==> src/rtl/rx_pkg.sv <==
// rx_pkg: shared types and helpers for the HP video capture path.
// Used by rx_timing and rx_frame_writer.
package rx_pkg;

   typedef enum logic [1:0] {
      IDLE,
      WAIT_FRAME,
      ACTIVE,
      DONE
   } rx_state_e;

   localparam logic SYNC_ACTIVE = 1'b0;

   function automatic int cnt_w(input int max_val);
      return (max_val < 2) ? 1 : $clog2(max_val + 1);
   endfunction

endpackage

==> src/rtl/rx_timing.sv <==
// rx_timing: sync registers, deassert-edge detect, x/y position
// counters and the active-window flag for the capture stage.
module rx_timing
   import rx_pkg::*;
#(
   parameter int H_OFFSET = 64,
   parameter int H_ACTIVE = 512,
   parameter int V_OFFSET = 8,
   parameter int V_ACTIVE = 32
) (
   input  logic clk_i,
   input  logic rst_ni,
   input  logic hs_i,
   input  logic vs_i,
   output logic vs_edge_o,
   output logic visible_o,
   output logic last_o
);

   localparam int XW = cnt_w(H_OFFSET + H_ACTIVE);
   localparam int YW = cnt_w(V_OFFSET + V_ACTIVE);

   localparam logic [XW-1:0] X_LO   = XW'(H_OFFSET);
   localparam logic [XW-1:0] X_HI   = XW'(H_OFFSET + H_ACTIVE);
   localparam logic [XW-1:0] X_LAST = XW'(H_OFFSET + H_ACTIVE - 1);
   localparam logic [YW-1:0] Y_LO   = YW'(V_OFFSET);
   localparam logic [YW-1:0] Y_HI   = YW'(V_OFFSET + V_ACTIVE);
   localparam logic [YW-1:0] Y_LAST = YW'(V_OFFSET + V_ACTIVE - 1);

   logic          hs_q;
   logic          vs_q;
   logic          hs_edge;
   logic [XW-1:0] x_q, x_d;
   logic [YW-1:0] y_q, y_d;

   assign hs_edge   = (hs_q == SYNC_ACTIVE) && (hs_i != SYNC_ACTIVE);
   assign vs_edge_o = (vs_q == SYNC_ACTIVE) && (vs_i != SYNC_ACTIVE);

   always_comb begin
      x_d = x_q;
      y_d = y_q;
      if (hs_edge) begin
         x_d = '0;
      end else if (x_q != X_HI) begin
         x_d = x_q + 1'b1;
      end
      // Frame edge takes priority over a coincident line edge
      if (vs_edge_o) begin
         y_d = '0;
      end else if (hs_edge && (y_q != Y_HI)) begin
         y_d = y_q + 1'b1;
      end
   end

   always_ff @(posedge clk_i or negedge rst_ni) begin
      if (!rst_ni) begin
         hs_q <= ~SYNC_ACTIVE;
         vs_q <= ~SYNC_ACTIVE;
         x_q  <= '0;
         y_q  <= '0;
      end else begin
         hs_q <= hs_i;
         vs_q <= vs_i;
         x_q  <= x_d;
         y_q  <= y_d;
      end
   end

   assign visible_o = (x_q >= X_LO) && (x_q < X_HI) &&
                      (y_q >= Y_LO) && (y_q < Y_HI);
   assign last_o    = (x_q == X_LAST) && (y_q == Y_LAST);

endmodule

==> src/rtl/rx_frame_writer.sv <==
// rx_frame_writer: frame FSM writing the visible window to BRAM.
// Optional RX_FRAME_COUNT_EN adds FRAME_WORDS and FRAME_CNT outputs.
module rx_frame_writer
   import rx_pkg::*;
#(
   parameter int PIX_W    = 10,
   parameter int DATA_W   = 8,
   parameter int ADDR_W   = 14,
   parameter int DEPTH    = 16384,
   parameter int H_OFFSET = 64,
   parameter int H_ACTIVE = 512,
   parameter int V_OFFSET = 8,
   parameter int V_ACTIVE = 32
) (
   input  logic              O_CLK,
   input  logic              O_RST_N,
   input  logic              ENABLE,
   input  logic              O_HS,
   input  logic              O_VS,
   input  logic [PIX_W-1:0]  VIDEO,
   output logic [DATA_W-1:0] BRAM_DIN,
   output logic [ADDR_W-1:0] BRAM_ADDR,
   output logic              BRAM_WE,
   output logic              O_VISIBLE,
   output logic              FRAME_START,
   output logic              FRAME_DONE,
   output logic              SYNC_ERR,
   output logic              OVERFLOW
`ifdef RX_FRAME_COUNT_EN
   ,
   output logic [ADDR_W:0]   FRAME_WORDS,
   output logic [15:0]       FRAME_CNT
`endif
);

   localparam logic [ADDR_W-1:0] ADDR_LAST = ADDR_W'(DEPTH - 1);
   localparam logic [ADDR_W:0]   DEPTH_W   = (ADDR_W + 1)'(DEPTH);

   logic vs_edge;
   logic visible;
   logic last;

   rx_timing #(
      .H_OFFSET (H_OFFSET),
      .H_ACTIVE (H_ACTIVE),
      .V_OFFSET (V_OFFSET),
      .V_ACTIVE (V_ACTIVE)
   ) u_timing (
      .clk_i     (O_CLK),
      .rst_ni    (O_RST_N),
      .hs_i      (O_HS),
      .vs_i      (O_VS),
      .vs_edge_o (vs_edge),
      .visible_o (visible),
      .last_o    (last)
   );

   rx_state_e         state_q, state_d;
   logic [ADDR_W-1:0] addr_q, addr_d;
   logic [ADDR_W:0]   wcnt_q, wcnt_d;
   logic [DATA_W-1:0] din_q;
   logic              vis_q;
   logic              we_q, we_d;
   logic              start_q, start_d;
   logic              done_q, done_d;
   logic              err_q, err_d;
   logic              ovf_q, ovf_d;

   always_comb begin
      state_d = state_q;
      addr_d  = addr_q;
      wcnt_d  = wcnt_q;
      we_d    = 1'b0;
      start_d = 1'b0;
      done_d  = 1'b0;
      err_d   = 1'b0;
      ovf_d   = ovf_q;
      // Address parks on the last word once the buffer is full
      if (we_q && (addr_q != ADDR_LAST)) begin
         addr_d = addr_q + 1'b1;
      end
      if (!ENABLE) begin
         state_d = IDLE;
      end else begin
         unique case (state_q)
            IDLE: state_d = WAIT_FRAME;
            WAIT_FRAME: begin
               if (vs_edge) begin
                  state_d = ACTIVE;
                  start_d = 1'b1;
                  addr_d  = '0;
                  wcnt_d  = '0;
                  ovf_d   = 1'b0;
               end
            end
            ACTIVE: begin
               if (O_VS == SYNC_ACTIVE) begin
                  err_d   = 1'b1;
                  state_d = WAIT_FRAME;
               end else if (visible) begin
                  if (wcnt_q != DEPTH_W) begin
                     we_d   = 1'b1;
                     wcnt_d = wcnt_q + 1'b1;
                  end else begin
                     ovf_d = 1'b1;
                  end
                  if (last) state_d = DONE;
               end
            end
            DONE: begin
               done_d  = 1'b1;
               state_d = WAIT_FRAME;
            end
            default: state_d = IDLE;
         endcase
      end
   end

   always_ff @(posedge O_CLK or negedge O_RST_N) begin
      if (!O_RST_N) begin
         state_q <= IDLE;
         addr_q  <= '0;
         wcnt_q  <= '0;
         din_q   <= '0;
         vis_q   <= 1'b0;
         we_q    <= 1'b0;
         start_q <= 1'b0;
         done_q  <= 1'b0;
         err_q   <= 1'b0;
         ovf_q   <= 1'b0;
      end else begin
         state_q <= state_d;
         addr_q  <= addr_d;
         wcnt_q  <= wcnt_d;
         din_q   <= VIDEO[PIX_W-1 -: DATA_W];
         vis_q   <= visible;
         we_q    <= we_d;
         start_q <= start_d;
         done_q  <= done_d;
         err_q   <= err_d;
         ovf_q   <= ovf_d;
      end
   end

   assign BRAM_DIN    = din_q;
   assign BRAM_ADDR   = addr_q;
   assign BRAM_WE     = we_q;
   assign O_VISIBLE   = vis_q;
   assign FRAME_START = start_q;
   assign FRAME_DONE  = done_q;
   assign SYNC_ERR    = err_q;
   assign OVERFLOW    = ovf_q;

`ifdef RX_FRAME_COUNT_EN
   logic [ADDR_W:0] words_q;
   logic [15:0]     fcnt_q;

   always_ff @(posedge O_CLK or negedge O_RST_N) begin
      if (!O_RST_N) begin
         words_q <= '0;
         fcnt_q  <= '0;
      end else if (done_d) begin
         words_q <= wcnt_q;
         fcnt_q  <= fcnt_q + 1'b1;
      end
   end

   assign FRAME_WORDS = words_q;
   assign FRAME_CNT   = fcnt_q;
`endif

endmodule

==> config.mk <==
export PLATFORM = sky130hd
export DESIGN_NAME = rx_frame_writer
export DESIGN_NICKNAME = d
export VERILOG_FILES = /design/src/rtl/rx_pkg.sv /design/src/rtl/rx_timing.sv /design/src/rtl/rx_frame_writer.sv
export SDC_FILE = /design/constraint.sdc
export NUM_CORES = 1
export LEC_CHECK = 0
export CORE_MARGIN = 1.5
export CORE_UTILIZATION = 55
export CTS_BUF_LIST = sky130_fd_sc_hd__clkbuf_4 sky130_fd_sc_hd__clkbuf_8
export CTS_CLUSTER_DIAMETER = 50
export DETAILED_ROUTE_END_ITERATION = 10
export GPL_ROUTABILITY_DRIVEN = 0
export PLACE_DENSITY = 0.79
export SETUP_SLACK_MARGIN = 0.15
export SYNTH_ARGS = -nofsm -noshare
export SYNTH_HDL_FRONTEND = slang
export SYNTH_SLANG_ARGS = --single-unit
==> constraint.sdc <==
create_clock -name O_CLK -period 3.1 [get_ports O_CLK]
set_input_delay 0.62 -clock O_CLK [delete_from_list [all_inputs] [get_ports O_CLK]]
set_output_delay 0.62 -clock O_CLK [all_outputs]
set_load 0.01 [all_outputs]
==> results by group, run 1 <==
Placement
  • I/O Buffers: 40
  • Post-detail-place hpwl: 4034 µm
  • Dpl ws: 185.1 ps
  • DP Area: 3517 µm²

Route
  • Wire per inst: ~14 µm
  • DRT iter0 DRCs: ~150
  • DR vias: around 2400
  • Final ANT Viol Nets: 0
  • DR vias/cell: between 5 and 6
  • Final WL: 5974 µm
  • # DRC: 0
  • Drt pass-1 iters: 5

Setup path
  • CP max stage cell: clkdlybuf4s50_1
  • FF-to-FF Start: u_timing.y_q[3]
  • Type of origin of the critical path: primary input
  • Setup crit end kind: register
  • CP cell instances: clkdlybuf4s50_1 -> inv_1 -> a2111oi_4 -> o221ai_2 -> buf_4 -> or3_1 -> a21oi_1
  • Crit-path max FO: 23
  • Crit path DAT: 2860 ps
  • Critical Path RT: 3360 ps
  • Crit path kind: in -> reg
  • Worst Setup SP: O_VS
  • CP peak stage delay: 510 ps

Global route
  • Number of global-route vias before repair: 2454
  • Total GRT Usage: 22.86%
  • Pin count of the biggest net entering global routing: 64
  • Grt ovf: 0
  • Initial antenna violation count: 0
  • Global-route wire length before repair: roughly 11000 µm

CTS
  • H-tree levels: 3
  • Setup Buffers After CTS: 0
  • CTS buffer count: 9
  • CTS tree: built
  • Clock sink total: between 60 and 70
  • Hold Buf Count CTS: 0
  • Clock Tree Root: clkbuf_8
  • Clk Latency, worst-skew pair: 340 ps
  • Worst-path clk slew: roughly 70 ps
  • Clock Path Buffers: 2
  • CTS resizes: 0

Finish
  • Share of layout cells above drive strength 1: 9.687%
  • Finished Cell Area: 3721 µm²
  • # diodes: 0
  • Nets: 368
  • Area Overhead vs Synth: 23.05%
  • Fill cells: 398

Pwr
  • Peak VDD IR: 0.0003641 V
  • PwrDens: 516.3 nW/µm²
  • Static Leak: 0.001559 µW

Die
  • Core footprint: around 5200 µm²
  • Die Height: about 77 µm
  • Initial Util: 58.10%
  • Die ar.: 5952 µm²
  • Row count: 26
  • I/O pins: 43
  • Die W: between 70 and 80 µm

Worst hold path
  • Hold crit path type: in -> async

Flow run
  • Max-Cap Viols: 0

Yosys
  • Most used DFF post-synth: dfrtp_1
  • Post-synth EDFFs: 0
  • YS warnings: 0
  • Flops & latches, synth: 63
  • Cell taking the most area after synthesis: dfrtp_1
  • Synthesized area: 3024 µm²
  • Syn Nets: approximately 320
  • Average cell area after synthesis: ~10 µm²
  • Yosys top cell area share: a little over 50%
  • Sequential-to-total area share from yosys stat: 52.21%
  • FFs w/ async S/R, synth: 100.0%
  • Distinct cell type count after synthesis: 46
  • Synth top area cells: dfrtp_1 (50%), nor2_1 (4.6%), xnor2_1 (3.5%), a21oi_1 (3.3%), ha_1 (2.9%)
  • Synth Instances: 296

STA
  • Slew Viols, Final: 0
  • Hold_ws: 430.0 ps
  • Clk_skew: 6.826 ps
  • Unrepaired setup endpoints after global routing: no
  • Fmax: 0.3844 GHz
  • Final setup vio count: 0
  • Final worst path period need: 2601 ps
  • Final Hold Vio Count: 0
  • Worst setup margin: 498.7 ps
  • Slew headroom: 39.69%
  • Least-Margin Pin Slew: 904.6 ps
  • Final period util: 83.91%
  • Final setup TNS: 0 ps

Run status
  • Status: finished, final reports clean
path summary, 6_finish.rpt:
| kind | to | slack [ps] | cells after the start |
|---|---|---|---|
| setup / recovery | wcnt_q[6] | 500 | 7 |
| hold / removal | BRAM_ADDR[3] | 430 | 2 |
| setup reg to reg | wcnt_q[6] | 510 | 6 |
| hold reg to reg | FRAME_DONE | 550 | 1 |
| max in group asynchronous | u_timing.y_q[2] | 2130 | 2 |
| min in group O_CLK | FRAME_DONE | 550 | 1 |
worst max-delay path, delay by kind of cell:
| kind | cells | cell delay [ps] |
|---|---|---|
| buf+inv | 3 | 890 |
| simple gates | 1 | 350 |
| compound gates | 3 | 990 |
final cells by class:
class,instances,area [µm²],share of cell area (%)
clock inverter,4,45.04,1.210
inverter,15,56.30,1.513
multi-input combinational,211,1354,36.38
tap,70,87.58,2.354
clock buffer,12,158.9,4.270
sequential,63,1579,42.43
timing repair buffer,46,440.4,11.84
registers in the layout, indices dropped and copies added (netlist names):
register / cells
u_timing.hs_q: 1
wcnt_q: 15
state_q: 2
FRAME_START: 1
OVERFLOW: 1
u_timing.x_q: 10
FRAME_DONE: 1
BRAM_DIN: 8
O_VISIBLE: 1
u_timing.y_q: 6
u_timing.vs_q: 1
BRAM_ADDR: 14
SYNC_ERR: 1
BRAM_WE: 1
cells in the final DEF, fill, tap and decap left out, types with 2 or more instances in the layout:
cell             Yosys  final
clkbuf_8             0     11
o21ai_0              2      2
buf_4                0      6
dfstp_2              2      2
nand2b_1             4      4
a211oi_1             2      2
o21bai_1             2      2
o31ai_1             11     11
inv_1               14     14
o31a_1               2      2
nand3_1             12     12
nor3_1               7      7
dfrtp_1             61     61
xnor2_1             12     12
clkdlybuf4s50_1      0     39
nor2_1              37     37
nand2_1             18     18
xor2_1              10     10
or4_1               11     11
nor3b_1              4      4
nand4_1             10     10
or3_1                3      3
a21oi_1             20     20
clkinv_2             0      3
o21ai_1              4      4
ha_1                 7      7
nor4b_1              3      3
nor4bb_1             2      2
nor4_1               5      5
and3_1               7      7
and4_1               2      2
power breakdown:
part           leakage (µW)  internal, µW  switching (µW)
Clock              0.000110           420             308
Combinational      0.000616           124             110
Sequential         0.000833           888            71.1
cells in the mapped netlist, drive strengths merged, types with 6 or more instances:
cell	number
xnor2	12
xor2	10
nor4	6
nor2	37
nand4	10
a21oi	20
inv	15
and3	7
o21ai	6
nand2	18
nor3	7
dfrtp	61
ha	7
or4	11
o31ai	11
nand3	12
cell families after synthesis:
kind of cell | count (synthesis) | synth area share (%)
buf+inv | 22 | 3.020
xor+xnor | 22 | 6.371
fa+ha+maj | 7 | 2.896
mux | 2 | 0.7033
simple gates | 131 | 23.58
compound gates | 49 | 11.21
flops | 63 | 52.21
routing by layer:
layer | share of wire, % | global-route usage (%)
met2 | 51 | 39.56
met4 | 1.9 | 10.73
met3 | 2.5 | 3.690
met1 | 45 | 27.76
met5 | 0 | 0
metrics by stage:
step | instances | power (µW) | util, %
2_1_floorplan | 296 | 1087 | -
3_3_place_gp | 405 | 1198 | 67.57
3_5_place_dp | 405 | 1210 | 67.57
4_1_cts | 421 | 1936 | 71.49
5_1_grt | 421 | 2011 | 71.49
6_report | 421 | 1921 | 71.49
Note: power is estimated with default switching activity, not from simulation.
==> run 2, diff against run 1 <==
--- a/config.mk
+++ b/config.mk
@@ -6,12 +6,12 @@
 export NUM_CORES = 1
 export LEC_CHECK = 0
 export CORE_MARGIN = 1.5
-export CORE_UTILIZATION = 55
+export CORE_UTILIZATION = 51
 export CTS_BUF_LIST = sky130_fd_sc_hd__clkbuf_4 sky130_fd_sc_hd__clkbuf_8
 export CTS_CLUSTER_DIAMETER = 50
 export DETAILED_ROUTE_END_ITERATION = 10
 export GPL_ROUTABILITY_DRIVEN = 0
-export PLACE_DENSITY = 0.79
+export PLACE_DENSITY = 0.77
 export SETUP_SLACK_MARGIN = 0.15
 export SYNTH_ARGS = -nofsm -noshare
 export SYNTH_HDL_FRONTEND = slang
==> constraint.sdc (replaced) <==
create_clock -name O_CLK -period 2.25 [get_ports O_CLK]
set_input_delay 0.45 -clock O_CLK [delete_from_list [all_inputs] [get_ports O_CLK]]
set_output_delay 0.45 -clock O_CLK [all_outputs]
set_load 0.01 [all_outputs]
==> run 2 against run 1 <==
Net effect: global-route usage fell by 0.75 points; largest cell class unchanged; worst setup slack got worse by 440 ps; die area rose by 7.5%; critical endpoint is now wcnt_q[12]; count of clock-buffer cells in the layout did not move.
==> results by group, run 2 (synthesis results as in run 1) <==
Finish
  • Largest Register: wcnt_q
  • Nets: 384 (+4.3%)
  • Commonest non-fill, non-tap cell in the layout: dfrtp_1
  • Commonest cells after routing, fill and taps aside: dfrtp_1 (61), clkdlybuf4s50_1 (39), nor2_1 (37), buf_4 (19), nand2_1 (18)
  • Area Overhead vs Synth: 31.24%
  • Final core utilization: 70.77% (-0.72 points)
  • Finished Cell Area: 3969 µm² (+6.7%)
  • Share of layout cells above drive strength 1: 17.21% (+7.5 points)
  • Flip-flop count of the largest register, all copies and words added: 15 (unchanged)
  • # diodes: 0 (unchanged)
  • Fill cells: 443 (+11%)

Die
  • Die Height: 80.01 µm (+3.7%)
  • Row count: 27 (+3.8%)
  • Initial Util: 53.93% (-4.2 points)
  • I/O pins: 43 (unchanged)
  • Die ar.: 6401 µm² (+7.5%)
  • Die W: 80.01 µm (+3.7%)
  • Core footprint: 5608 µm² (+7.7%)

Global route
  • Initial antenna violation count: 0 (unchanged)
  • Pin count of the biggest net entering global routing: 29 (-55%)
  • Total GRT Usage: 22.11% (-0.75 points)
  • Grt ovf: 0 (unchanged)
  • Number of global-route vias before repair: 2373 (-3.3%)
  • Global-route wire length before repair: 10870 µm (+0.64%)

Route
  • Final WL: 6353 µm (+6.3%)
  • Drt pass-1 iters: 4 (-1)
  • Wire per inst: 14.50 µm (+2.2%)
  • DR vias/cell: 5.436 (-4.3%)
  • # DRC: 0 (unchanged)
  • DR vias: 2381 (-0.42%)
  • DRT iter0 DRCs: 129 (-12%)
  • Final ANT Viol Nets: 0 (unchanged)

STA
  • Unrepaired setup endpoints after global routing: yes
  • Final Hold Vio Count: 0 (unchanged)
  • Final period util: between 90% and 100%
  • Slew headroom: 57.03% (+17 points)
  • Slew Viols, Final: 0 (unchanged)
  • Clk_skew: 6.120 ps (-0.7061 ps)
  • Final worst path period need: 2196 ps
  • Fmax: between 0.4 and 0.5 GHz
  • Least-Margin Pin Slew: 644.5 ps (-260.1 ps)
  • Final setup vio count: 0 (unchanged)
  • Hold_ws: 131.3 ps (-298.7 ps)

Setup path
  • R2R depth: 6 (unchanged)
  • Type of origin of the critical path: register
  • FF-to-FF Start: u_timing.y_q[3]
  • CP cell instances: or3b_4 -> a2111oi_4 -> o221ai_2 -> buf_12 -> or4_4 -> a21oi_2
  • Critical Path RT: 2520 ps (-840 ps)
  • Flop-to-flop setup slack: 50 ps (-460 ps)
  • Setup crit end kind: register
  • CP max stage cell: or4_4
  • Crit-path max FO: 22 (-4.3%)
  • Crit path kind: reg -> reg
  • CP peak stage delay: 510 ps (about the same)
  • Crit path DAT: 2470 ps (-390 ps)
  • FF-to-FF End: wcnt_q[12]

CTS
  • Clock sink total: 63 (unchanged)
  • CTS buffer count: 9 (unchanged)
  • H-tree levels: 3 (unchanged)
  • Setup Buffers After CTS: 0 (unchanged)
  • Worst-path clk slew: 70 ps (about the same)
  • Clock Tree Root: clkbuf_8
  • Clk Latency, worst-skew pair: 340 ps (about the same)
  • CTS tree: built
  • Clock Path Buffers: 2 (unchanged)

Pwr
  • Power Total: 2803 µW (+46%)
  • PwrDens: 706.2 nW/µm² (+37%)
  • Peak VDD IR: 0.0004914 V (+35%)
  • Static Leak: 0.001676 µW (+7.5%)

Worst hold path
  • Hold crit path type: in -> async

Placement
  • DP Area: 3677 µm² (+4.6%)
  • I/O Buffers: 40 (unchanged)
  • Post-detail-place hpwl: 4330 µm (+7.3%)

Run status
  • Status: finished, final reports clean

Flow run
  • Max-Cap Viols: 0 (unchanged)
==> run 2: cell count changes in the layout (fill, tap and decap cells not counted), moves of 2 or more <==
cell and delta:
buf_4 +13, a21oi_1 -7, a21oi_2 +7, buf_12 +3, or4_1 -3, or4_4 +3
clkinv_2 -2
==> run 2: worst max-delay path, delay by kind of cell, from the launching register on <==
family,cells,cell delay (ps)
AND/OR/NAND/NOR,2,930
AO/OA/AOI/OAI,3,640
flip-flops,1,380
buffers and inverters,1,180
==> run 2: where the power goes <==
| part | leakage (µW) | switching, µW | internal, µW |
|---|---|---|---|
| Sequential | 0.000833 | 96.5 | 1220 |
| Combinational | 0.000724 | 163 | 189 |
| Clock | 0.000118 | 424 | 706 |
| Total | 0.00168 | 684 | 2120 |
==> run 2: what timing repair did <==
| action | CTS | global route |
|---|---|---|
| pin swaps | 0 | 2 |
| setup endpoints to repair | 11 | 13 |
| gates resized for setup | 1 | 13 |
| cloned | 0 | 0 |
| hold buffers | 0 | 0 |
==> run 2: layout make-up <==
class	count	area (µm²)	area share, %
sequential	63	1579	39.79
multi-input combinational	211	1415	35.66
timing repair buffer	62	598.1	15.07
clock buffer	12	165.2	4.161
tap	72	90.09	2.270
clock inverter	3	65.06	1.639
inverter	15	56.30	1.419
==> run 2: metrics by stage <==
stage	setup WS (ps)	TNS (ps)	std cells
2_1_floorplan	125.5	0	296
3_3_place_gp	-217.4	-1806	423
3_5_place_dp	-356.6	-3421	423
4_1_cts	41.42	0	438
5_1_grt	-47.65	-112.5	438
6_report	54.49	0	438
==> run 2: how the worst max path moves through the flow <==
stage | from | to | slack, ps | cells past startpoint
5_1_grt | u_timing.y_q[3] | wcnt_q[14] | -50 | 6
2_1_floorplan | u_timing.y_q[3] | wcnt_q[5] | 130 | 6
3_5_place_dp | O_VS | wcnt_q[12] | -360 | 7
4_1_cts | u_timing.y_q[3] | wcnt_q[12] | 40 | 6
6_report | u_timing.y_q[3] | wcnt_q[12] | 50 | 6
3_3_place_gp | O_VS | wcnt_q[14] | -220 | 7
==> run 2: metal layers <==
metal,vias up,share of wire (%),GRT usage (%)
li1,1198,-,-
met1,1138,46,28.65
met2,36,50,35.21
met3,9,3.1,7.314
met4,0,1.4,6.552
met5,-,0,0
==> run 3, diff against run 2 <==
--- a/config.mk
+++ b/config.mk
@@ -10,7 +10,7 @@
 export CTS_BUF_LIST = sky130_fd_sc_hd__clkbuf_4 sky130_fd_sc_hd__clkbuf_8
 export CTS_CLUSTER_DIAMETER = 50
 export DETAILED_ROUTE_END_ITERATION = 10
-export GPL_ROUTABILITY_DRIVEN = 0
+export GPL_ROUTABILITY_DRIVEN = 1
 export PLACE_DENSITY = 0.77
 export SETUP_SLACK_MARGIN = 0.15
 export SYNTH_ARGS = -nofsm -noshare
==> results of run 3 <==
The final DEF is identical to that of run 2; final timing and power are the same.
